## src/rtl/bits2bytes_pkg.sv

```systemverilog
// Shared types and constants for the serial-bit to byte packer.
// Imported by the controller and by the word splitter.
package bits2bytes_pkg;

    localparam int N_BYTES_DEF = 4;
    localparam int BYTE_W      = 8;

    typedef enum logic [1:0] {
        ST_IDLE  = 2'd0,
        ST_FILL  = 2'd1,
        ST_DRAIN = 2'd2,
        ST_DONE  = 2'd3
    } state_t;

endpackage

```

## src/rtl/bits2bytes.sv

```systemverilog
// Splits a packed word into N_BYTES bytes.
// Byte k is word[8k+7:8k].
module bits2bytes
    import bits2bytes_pkg::*;
#(
    parameter int N_BYTES = N_BYTES_DEF
) (
    input  logic [N_BYTES*BYTE_W-1:0]        word_i,
    output logic [N_BYTES-1:0][BYTE_W-1:0]   bytes_o
);

    for (genvar k = 0; k < N_BYTES; k++) begin : g_split
        assign bytes_o[k] = word_i[k*BYTE_W +: BYTE_W];
    end

endmodule

```

## src/rtl/bits_to_bytes_ctrl.sv

```systemverilog
// Packs an LSB-first serial bit stream into words, then drains each word bytewise.
// Handshakes: a transfer happens on a rising edge where valid && ready; valid never waits on ready.
module bits_to_bytes_ctrl
    import bits2bytes_pkg::*;
#(
    parameter int N_BYTES = N_BYTES_DEF,
    parameter int LEN_W   = 16
) (
    input  logic             clk_i,
    input  logic             rst_i,
    input  logic             start_i,
    input  logic [LEN_W-1:0] len_i,
    input  logic             bit_valid_i,
    input  logic             bit_i,
    output logic             bit_ready_o,
    output logic             byte_valid_o,
    output logic [7:0]       byte_o,
    input  logic             byte_ready_i,
    output logic             byte_last_o,
    output logic             busy_o,
    output logic             done_o,
    output logic [1:0]       dbg_state_o
);

    localparam int WORD_W    = N_BYTES * BYTE_W;
    localparam int BIT_CNT_W = $clog2(WORD_W);
    localparam int IDX_W     = (N_BYTES > 1) ? $clog2(N_BYTES) : 1;

    state_t                         r_state;
    state_t                         w_state_nxt;
    logic [LEN_W-1:0]               r_remaining;
    logic [WORD_W-1:0]              r_word;
    logic [BIT_CNT_W-1:0]           r_bit_cnt;
    logic [IDX_W-1:0]               r_byte_idx;
    logic [N_BYTES-1:0][BYTE_W-1:0] w_bytes;
    logic [LEN_W+2:0]               w_rem_bits;
    logic [BIT_CNT_W-1:0]           w_last_bit;
    logic                           w_bit_hs;
    logic                           w_byte_hs;
    logic                           w_word_end;
    logic                           w_last_byte;

    bits2bytes #(.N_BYTES(N_BYTES)) u_split (
        .word_i  (r_word),
        .bytes_o (w_bytes)
    );

    // Index of the final bit of the current word: a short tail word holds only the remaining bytes.
    assign w_rem_bits = {r_remaining, 3'b000};
    always_comb begin
        w_last_bit = BIT_CNT_W'(WORD_W - 1);
        if (r_remaining < LEN_W'(N_BYTES)) begin
            w_last_bit = BIT_CNT_W'(w_rem_bits - (LEN_W+3)'(1));
        end
    end

    assign bit_ready_o  = (r_state == ST_FILL);
    assign byte_valid_o = (r_state == ST_DRAIN);
    assign byte_o       = byte_valid_o ? w_bytes[r_byte_idx] : 8'h00;
    assign w_last_byte  = (r_remaining == LEN_W'(1));
    assign byte_last_o  = byte_valid_o && w_last_byte;
    assign busy_o       = (r_state != ST_IDLE);
    assign done_o       = (r_state == ST_DONE);
    assign dbg_state_o  = r_state;

    assign w_bit_hs   = bit_valid_i && bit_ready_o;
    assign w_byte_hs  = byte_valid_o && byte_ready_i;
    assign w_word_end = w_last_byte || (r_byte_idx == IDX_W'(N_BYTES - 1));

    always_comb begin
        w_state_nxt = r_state;
        case (r_state)
            ST_IDLE: begin
                if (start_i) begin
                    w_state_nxt = (len_i == '0) ? ST_DONE : ST_FILL;
                end
            end
            ST_FILL: begin
                if (w_bit_hs && (r_bit_cnt == w_last_bit)) begin
                    w_state_nxt = ST_DRAIN;
                end
            end
            ST_DRAIN: begin
                if (w_byte_hs && w_word_end) begin
                    w_state_nxt = w_last_byte ? ST_DONE : ST_FILL;
                end
            end
            ST_DONE: w_state_nxt = ST_IDLE;
            default: w_state_nxt = ST_IDLE;
        endcase
    end

    always_ff @(posedge clk_i) begin
        if (rst_i) begin
            r_state     <= ST_IDLE;
            r_remaining <= '0;
            r_word      <= '0;
            r_bit_cnt   <= '0;
            r_byte_idx  <= '0;
        end else begin
            r_state <= w_state_nxt;
            case (r_state)
                ST_IDLE: begin
                    if (start_i) begin
                        r_remaining <= len_i;
                        r_word      <= '0;
                        r_bit_cnt   <= '0;
                        r_byte_idx  <= '0;
                    end
                end
                ST_FILL: begin
                    if (w_bit_hs) begin
                        r_word[r_bit_cnt] <= bit_i;
                        r_bit_cnt         <= r_bit_cnt + BIT_CNT_W'(1);
                    end
                end
                ST_DRAIN: begin
                    if (w_byte_hs) begin
                        r_remaining <= r_remaining - LEN_W'(1);
                        r_byte_idx  <= r_byte_idx + IDX_W'(1);
                        // Re-entering FILL starts from an all-zero word so tail padding reads as 0.
                        if (w_word_end) begin
                            r_word     <= '0;
                            r_bit_cnt  <= '0;
                            r_byte_idx <= '0;
                        end
                    end
                end
                default: ;
            endcase
        end
    end

endmodule
```

## config.mk

```make
export PLATFORM = sky130hd
export DESIGN_NAME = bits_to_bytes_ctrl
export DESIGN_NICKNAME = d
export VERILOG_FILES = /design/src/rtl/bits2bytes_pkg.sv /design/src/rtl/bits2bytes.sv /design/src/rtl/bits_to_bytes_ctrl.sv
export SDC_FILE = /design/constraint.sdc
export NUM_CORES = 1
export LEC_CHECK = 0
export ABC_AREA = 1
export ABC_CLOCK_PERIOD_IN_PS = 2100
export CORE_UTILIZATION = 60
export CTS_BUF_LIST = sky130_fd_sc_hd__clkbuf_8
export DETAILED_ROUTE_END_ITERATION = 8
export HOLD_SLACK_MARGIN = 0.08
export PLACE_DENSITY = 0.83
export SETUP_SLACK_MARGIN = 0.3
export SLEW_MARGIN = 20
export SYNTH_ARGS = -nofsm -noshare
export SYNTH_HDL_FRONTEND = slang
export SYNTH_SLANG_ARGS = --single-unit
```

## constraint.sdc

```tcl
create_clock -name clk_i -period 2.1 [get_ports clk_i]
set_input_delay 0.21 -clock clk_i [delete_from_list [all_inputs] [get_ports clk_i]]
set_output_delay 0.21 -clock clk_i [all_outputs]
set_load 0.01 [all_outputs]
```

==> reports/metrics.yaml <==
outcome: "finished clean"
report.final.slew_viol_count: 0
yosysTopAreaCell: "dfxtp_1"
n_antenna_cell: 0
final_util_pct: 78.97
ys_seq_elements: 57
cts_buffers: 9
wl_per_cell_um: 17.77
initial_core_util_pct: 62.78
fillers: 452
critPathArrivalTime_ns: 1.58
yosysSeqAreaShare_pct: 30.34
worstMarginPinSlew_ns: 0.5380
r2r_cells: 6
design_area_mm2: 0.004731
r2r-end: "r_word[6]$_SDFFE_PP0P_"
syn_area_mm2: 0.003761
synth_cell_type_count: 31
crit_start: "r_byte_idx[0]$_SDFFE_PP0P_"
fin_setup_tns_ns: 0
cts_tree: "done"
wirelength_mm: 12.76
clock_latency_ns: 0.35
first_pass_iters: 5
finalHoldViolations: 0
seqPwrFrac_pct: 21.6
fin_skew_ns: 0.008210
hold_end: "r_word[12]$_SDFFE_PP0P_"
nets: 667
p_clk_share_pct: 18.6
setup_viol: 0
synth.avg_cell_area_um2: 6.300
grt_max_degree: 45
yosys_warnings: 0
cap_violations: 0
grt_usage_pct: 37.10
synth_top_area_share_pct: 30.34
globalplace.congestion: 0.9210
internal_power_w: 0.003628
reg2reg_slack_ns: 0.33
p_leak_nw: 1.735
port_buffers: 36
rsz0062_at_grt: "yes"
critPathSlowestCell: "dfxtp_4"
crit_path_start_kind: "flop"
whs_path_depth: 2
synth_area_leaders: "dfxtp_1, nand2_1, o21ai_0, a21oi_1, nor2_1"
die_h_um: 81.18
fmax_ghz: 0.5589
netlist_instances: 597
cpPeakStageDelay_ns: 0.40
period_needed_ns: 1.789
grt_pass1_wl_mm: 18.80
postCtsHoldBufs: 0
required_ns: 1.89
min_from: "r_word[12]$_SDFFE_PP0P_"
crit_chain: "clkinvlp_4, buf_4, o21ai_0, a21oi_1, clkdlybuf4s15_1"
switching_share_pct: 47.61
finalCritPeriodShare_pct: 85.19
syn-num-nets: 626
die_w_um: 81.18
cts_root_buf: "clkbuf_8"
grt-ovfl-total: 0
max-slew-margin-rel_pct: 64.13
final-seq-area_mm2: 0.001154
dieArea_mm2: 0.006589
htreeDepth: 3
clock-sinks: 57
postPlaceCellArea_mm2: 0.004234
crit_type: "flop to output port"
coreArea_mm2: 0.005991
p_comb_share_pct: 59.8
cts.path.max_buffers: 2
area_growth_pct: 25.78
multi_input_area_mm2: 0.002384
drt_iter0_drc: 581
power_density_mw_per_mm2: 1464
drive_gt1_share_pct: 15.40
reg2reg_from: "r_bit_cnt[0]$_SDFFE_PP0P_"
grt_pass1_vias: 4054
ioPinCount: 37
hold_path_class: "flop to flop"
grt_antenna_before_repair: 0
antenna_left: 0
dpl.hpwl_mm: 7.818
clkTransAtPathRegs_ns: 0.07
power_w: 0.006924
drc_errors: 0
switching_power_w: 0.003296
ir_drop_uv: 1028
crit_fanout: 7
cp-end-kind: "output port"
num_vias: 4675
num_rows: 28
via_per_inst: 6.511
==> power by group through the flow <==
| stage | logic (W) | clock network (W) | registers [W] |
|---|---|---|---|
| 6_report | 0.00414 | 0.00129 | 0.00150 |
| 5_1_grt | 0.00447 | 0.00133 | 0.00152 |
| 4_1_cts | 0.00358 | 0.00129 | 0.00146 |
| 3_5_place_dp | 0.00346 | 0 | 0.00146 |
| 3_3_place_gp | 0.00335 | 0 | 0.00145 |
| 2_1_floorplan | 0.00251 | 0 | 0.00142 |
==> worst max-delay path by stage <==
stage,to,slack [ns],cells after the start
after floorplan,r_remaining[1]$_SDFFE_PP0P_,0.47,9
after global placement,byte_last_o,0.28,6
after detailed placement,r_bit_cnt[3]$_SDFFE_PP0P_,0.23,9
after CTS,r_word[23]$_SDFFE_PP0P_,0.27,10
after global routing,r_word[6]$_SDFFE_PP0P_,0.17,6
final,byte_o[4],0.31,5
==> critical path: cells and delay by family (launching register included) <==
family	cells	cell delay (ns)
DFF	1	0.40
AOI/OAI and AO/OA	2	0.24
buffers and inverters	3	0.58
==> kinds of logic after synthesis <==
group,Yosys count,synth area share [%]
fa+ha+maj,7,2.329
compound gates,149,20.96
flops,57,30.34
simple gates,302,37.26
xor+xnor,3,0.6987
buf+inv,79,8.417
==> layout make-up <==
| cell class | instances | share of cell area, % |
|---|---|---|
| clock buffer | 10 | 2.909 |
| clock inverter | 6 | 2.222 |
| inverter | 36 | 3.227 |
| multi-input combinational | 461 | 50.38 |
| sequential | 57 | 24.39 |
| tap | 75 | 1.984 |
| timing repair buffer | 71 | 14.57 |
| timing repair inverter | 2 | 0.3174 |
==> synthesized netlist by cell type, drive strengths merged <==
cell	count
buf	16
xor2	2
a211oi	2
nand4	32
a21oi	65
nor2	82
o211ai	7
o31ai	2
ha	7
nor3	7
nor3b	1
o21ai	70
dfxtp	57
nor4	28
nand3	52
a31oi	3
nand2	98
clkinv	1
nand3b	2
clkbuf	27
inv	35
xnor2	1
==> timing repair <==
| item | in CTS | in global routing |
|---|---|---|
| pin swaps | 2 | 9 |
| gates resized for setup | 29 | 54 |
| setup buffers | 5 | 10 |
| endpoints found under the setup margin | 20 | 55 |
| gates cloned | 0 | 3 |
==> sequential cells by signal (all words and copies together), names as in the netlist <==
name / count
r_remaining: 16
r_byte_idx: 2
dbg_state_o: 2
r_bit_cnt: 5
r_word: 32
==> stage by stage <==
| step | std cells | setup slack (ns) | hold WS (ns) |
|---|---|---|---|
| finish | 718 | 0.3109 | 0.4587 |
| global route | 718 | 0.1657 | 0.4703 |
| CTS | 705 | 0.2653 | 0.4594 |
| detailed placement | 684 | 0.2326 | 0.4500 |
| global placement | 684 | 0.2848 | 0.4443 |
| floorplan | 597 | 0.4673 | 0.3724 |
==> cells in the final DEF (no fill, tap or decap), drive strengths merged <==
cell type	n
dlygate4sd2	2
xnor2	1
xor2	2
a211oi	2
a31oi	3
nand3	52
clkinv	4
nor2	82
nand2	98
nor4	28
nor3	7
clkinvlp	6
bufinv	3
a21oi	65
dfxtp	57
buf	36
o21ai	70
o211ai	7
clkdlybuf4s15	2
o31ai	2
clkbuf	15
dlymetal6s2s	1
nand3b	2
nor3b	1
clkdlybuf4s50	25
ha	7
inv	31
nand4	32
==> per-layer routing <==
metal	part of all wire [%]	global-route usage (%)	vias to the layer above
li1	-	-	2165
met1	40	48.29	2134
met2	47	58.74	327
met3	11	6.292	49
met4	2.8	18.75	0
met5	0	0	-
Power figures use the tool's default switching activity.
==> variant 1 (config.mk and constraints unchanged) <==
Set the package constant `N_BYTES_DEF` to 2 (it was 4).
--- a/src/rtl/bits2bytes_pkg.sv
+++ b/src/rtl/bits2bytes_pkg.sv
@@ -3,5 +3,5 @@
 package bits2bytes_pkg;
 
-    localparam int N_BYTES_DEF = 4;
+    localparam int N_BYTES_DEF = 2;
     localparam int BYTE_W      = 8;
 
Check against the original RTL: no difference found for any inputs over 10 cycles, from zero or initial values and one cycle with rst_i high; that may be too few to reach the edited logic, so the function may still have changed.
==> variant 1 against the unedited design <==
The flow now finishes with violations (DRC); synthesized area shrank 25%; worst setup slack got worse by 12 ps; sequential cell count is 18 lower; critical path depth up 1; design area shrank 29%; total power is 33% lower; routed wire length is 43% lower; core utilization is 3.0 points lower; sequential power down 21%; largest cell class unchanged.
==> variant 1: results (changes against the unedited design) <==
HP Start - r_remaining[8]
clk root buf - clkbuf_8
Peak VDD IR - 1.09 mV (+5.9%)
pin count of the biggest net entering global routing - 22 (-51%)
failing checks - DRC
routability-driven placement congestion ratio - 0.903 (-2.0%)
CP delay by family, top - simple AND/OR/NAND/NOR gates
Clock Latency Late Sink - 290 ps (-60 ps)
Largest regs - r_remaining x16, r_word x16, r_bit_cnt x4
Setup crit end - byte_last_o
most frequent cells after synthesis - nand2_1, nor2_1, inv_1
MaxCap Viol Count - 0 (unchanged)
Total Routing Usage GR - 0.300 (-0.0711)
post-synthesis compound-gate area fraction - 0.165 (-0.0445)
via count - 3016 (-35%)
TritonCTS Buffers - 5 (-4)
Startpoint Class - flip-flop
Detail Placement HPWL - 4.94 mm (-37%)
first-pass GRT wire length - 12.0 mm (-36%)
slowest CP cell - dfxtp_1
Hold Crit Endpoint - r_remaining[8]
H-Tree Depth - 2 (-1)
outcome - complete, but fails checks
fmax - 0.555 GHz (-0.67%)
sequential area share after synthesis - 0.277 (-0.0264)
Synth top area share - 0.277 (-0.0264)
initial antenna violation count - 0 (unchanged)
Yosys cell types - 37 (+19%)
worst r2r src - r_remaining[9]
worst r2r dst - r_word[3]
critical path arrival - 1590 ps
pre-CTS setup slack - 251 ps (+18.8 ps)
R2R cell count - 8 (+2)
Post-synth ARST share - 0 (unchanged)
Reg clk slew, reported paths - 80 ps
nets - 516 (-23%)
Synth Area in XOR/XNOR - 0.0124 (+0.00544)
setup bufs post-CTS - 3 (-2)
post-synthesis mux area share - 0 (unchanged)
number of remaining DRC errors - 2 (+2)
Mapped Nets - 481 (-23%)
flop2flop setup slack - 380 ps (+50 ps)
hold crit path type - reg -> reg
Gates resized, CTS repair - 23 (-21%)
1st-iter DRT viols - 330 (-43%)
Avg WL per Cell - 13.5 um (-24%)
Worst Hold Depth - 2 (unchanged)
clk_skew - 4.48 ps (-3.73 ps)
synthesis warning total - 0 (unchanged)
share of post-route cells with drive strength above 1 - 0.121 (-0.0333)
Static Leak - 1.51 nW (-13%)
number of global-route vias before repair - 2618 (-35%)
Hold Slack - 496 ps (+37.7 ps)
Area contributors post-synth - dfxtp_1, nand2_1, nor2_1, a21oi_1, inv_1
Rel. slew slack - 0.673 (+0.0321)
Adder-Cell Fraction of Synth Area - 0.0266 (+0.00334)
delay of the slowest cell on the worst path - 360 ps (-40 ps)
router iterations before antenna repair - 7 (+2)
worst-path fanout max - 4 (-3)
vias per cell - 5.57 (-14%)
==> variant 1: stage by stage <==
| step | utilization | cells | instance area (um2) |
|---|---|---|---|
| after floorplan | - | 453 | 2820 |
| after global placement | 0.713 | 529 | 3170 |
| after detailed placement | 0.713 | 529 | 3170 |
| after CTS | 0.752 | 540 | 3340 |
| after global routing | 0.759 | 541 | 3370 |
| final | 0.759 | 541 | 3370 |
==> variant 1: power breakdown <==
| part | internal [mW] | leakage [nW] | switching, mW |
|---|---|---|---|
| Clock | 0.385 | 0.0612 | 0.280 |
| Sequential | 0.942 | 0.321 | 0.245 |
| Combinational | 1.00 | 1.13 | 1.77 |
| Total | 2.33 | 1.51 | 2.30 |
==> variant 1: final cells by class <==
cell class              instances  area (um2)
multi-input cells             339        1720
fillers                       388        1070
flip-flops and latches         39         792
repair buffers                 50         474
inverters                      53         206
clock buffers                   6        82.6
well taps                      52        65.1
clock inverters                 2        35.0
==> variant 1: metal layers <==
| metal | global-route usage | routed length, um |
|---|---|---|
| met1 | 0.428 | 3510 |
| met2 | 0.466 | 3230 |
| met3 | 0.0513 | 451 |
| met4 | 0.0911 | 86 |
| met5 | 0 | 0 |
==> variant 1: cell families (layout without fill, tap and decap cells) <==
group | Yosys count | count (layout)
and+or+nand+nor | 245 | 245
buffers and inverters | 75 | 111
adders and majority gates | 6 | 6
DFF | 39 | 39
xor gates and xnor gates | 4 | 4
AOI/OAI and AO/OA | 84 | 84
==> variant 1: worst register-to-register path, stage by stage, from the launching register on <==
cell and delay [ps]:
dfxtp_1 360, nor2_2 150, nand2_2 100, nor2_4 170, nand3_4 150, nand2_8 160, nand3_4 230, a21oi_1 230
nor2_1 70
==> variant 2 (same flow settings) <==
Without the edit above. Make the reset (`rst_i`) asynchronous in one clocked block.
--- a/src/rtl/bits_to_bytes_ctrl.sv
+++ b/src/rtl/bits_to_bytes_ctrl.sv
@@ -91,5 +91,5 @@
     end
 
-    always_ff @(posedge clk_i) begin
+    always_ff @(posedge clk_i or posedge rst_i) begin
         if (rst_i) begin
             r_state     <= ST_IDLE;
Check against the original RTL: differs if rst_i is asserted again (counterexample within 4 cycles, from zero or initial values and one cycle with rst_i high); with rst_i held inactive, the same outputs for 10 cycles.
==> variant 2 against the unedited design <==
Synthesized area is 5.2% higher; non-clock buffer count grew 20; total power shrank 1.2%; sequential power up 3%; highest routed layer unchanged; sequential share of layout area increased by 3.1 points; global-route usage fell by 1.2 points; routed wire length is 5.6% higher; critical path depth grew 6; critical endpoint is now r_word[16]; sequential cell count did not move; design area grew 9.8%; largest cell class unchanged; first-iteration DRC count up 38%; worst setup slack lost 130 ps; clock power is 11% lower.
==> variant 2: results (changes against the unedited design) <==
Post-synth ARST share - 1.00 (+1.00)
nets - 651 (-2.4%)
pre-CTS setup slack - 173 ps (-60.0 ps)
number of global-route vias before repair - 4241 (+4.6%)
slowest CP cell - dfrtp_1
via count - 4607 (-1.5%)
Detail Placement HPWL - 7.62 mm (-2.5%)
Rel. slew slack - 0.637 (-0.00477)
worst r2r dst - r_word[16]
pin count of the biggest net entering global routing - 58 (+29%)
Peak VDD IR - 1.04 mV (+0.69%)
1st-iter DRT viols - 802 (+38%)
most frequent cells after synthesis - nand2_1, nor2_1, o21ai_0
outcome - finished clean
critical path arrival - 2160 ps (+580 ps)
hold crit path type - in -> async
worst-path fanout max - 8 (+1)
Layout Cells excl Fill - 703 (-2.1%)
Net Sw Power - 3.25 mW (-1.4%)
Synth Area in XOR/XNOR - 0.00885 (+0.00187)
setup bufs post-CTS - 19 (+14)
post-synthesis compound-gate area fraction - 0.194 (-0.0155)
Gates resized, CTS repair - 53 (+83%)
share of post-route cells with drive strength above 1 - 0.254 (+0.100)
routability-driven placement congestion ratio - 0.872 (-5.3%)
Adder-Cell Fraction of Synth Area - 0.0221 (-0.00116)
drt total wl - 13.5 mm (+5.6%)
CP delay by family, top - simple AND/OR/NAND/NOR gates
Yosys cell types - 42 (+35%)
sequential area share after synthesis - 0.360 (+0.0570)
[variant 2: cell count changes after synthesis, moves of 5 or more]
| cell | unedited run | this run |
|---|---|---|
| o211ai_1 | 7 | 2 |
| nand3_1 | 51 | 45 |
| a21oi_1 | 64 | 14 |
| buf_2 | 13 | 7 |
| o2111ai_1 | 0 | 15 |
| nand4_1 | 32 | 20 |
| o21ai_2 | 0 | 8 |
| clkbuf_1 | 27 | 13 |
| dfrtp_1 | 0 | 57 |
| o21ai_1 | 2 | 15 |
| nor4_1 | 28 | 2 |
| nand2_1 | 97 | 107 |
| nand3_2 | 0 | 8 |
| dfxtp_1 | 57 | 0 |
[variant 2: area by class of cell]
class                           instances  area, um2
Fill cell                             368       1150
Multi-Input combinational cell        419       2420
Timing Repair Buffer                   91        865
Clock inverter                          5       72.6
Inverter                               44        178
Sequential cell                        57       1430
Clock buffer                           10        138
Tap cell                               77       96.3
[variant 2: power groups by stage]
stage	Sequential [mW]	Clock (mW)	Combinational (mW)
finish	1.55	1.15	4.13
detailed placement	1.56	0	2.95
CTS	1.53	1.14	3.20
floorplan	1.50	0	2.21
global placement	1.54	0	2.88
global route	1.57	1.19	4.43
[variant 2: routing by layer]
| layer | vias up | wire, um | GRT usage |
|---|---|---|---|
| li1 | 2029 | - | - |
| met1 | 2106 | 5040 | 0.492 |
| met2 | 388 | 6120 | 0.539 |
| met3 | 84 | 1640 | 0.0676 |
| met4 | 0 | 679 | 0.188 |
| met5 | - | 0 | 0 |
[variant 2: how the worst max path moves through the flow]
stage / start / to
after floorplan: r_remaining[13] / r_word[12]
after global placement: r_byte_idx[0] / byte_o[0]
after detailed placement: r_byte_idx[0] / byte_o[3]
after CTS: r_byte_idx[0] / byte_o[3]
after global routing: r_remaining[9] / r_word[16]
final: r_remaining[9] / r_word[16]
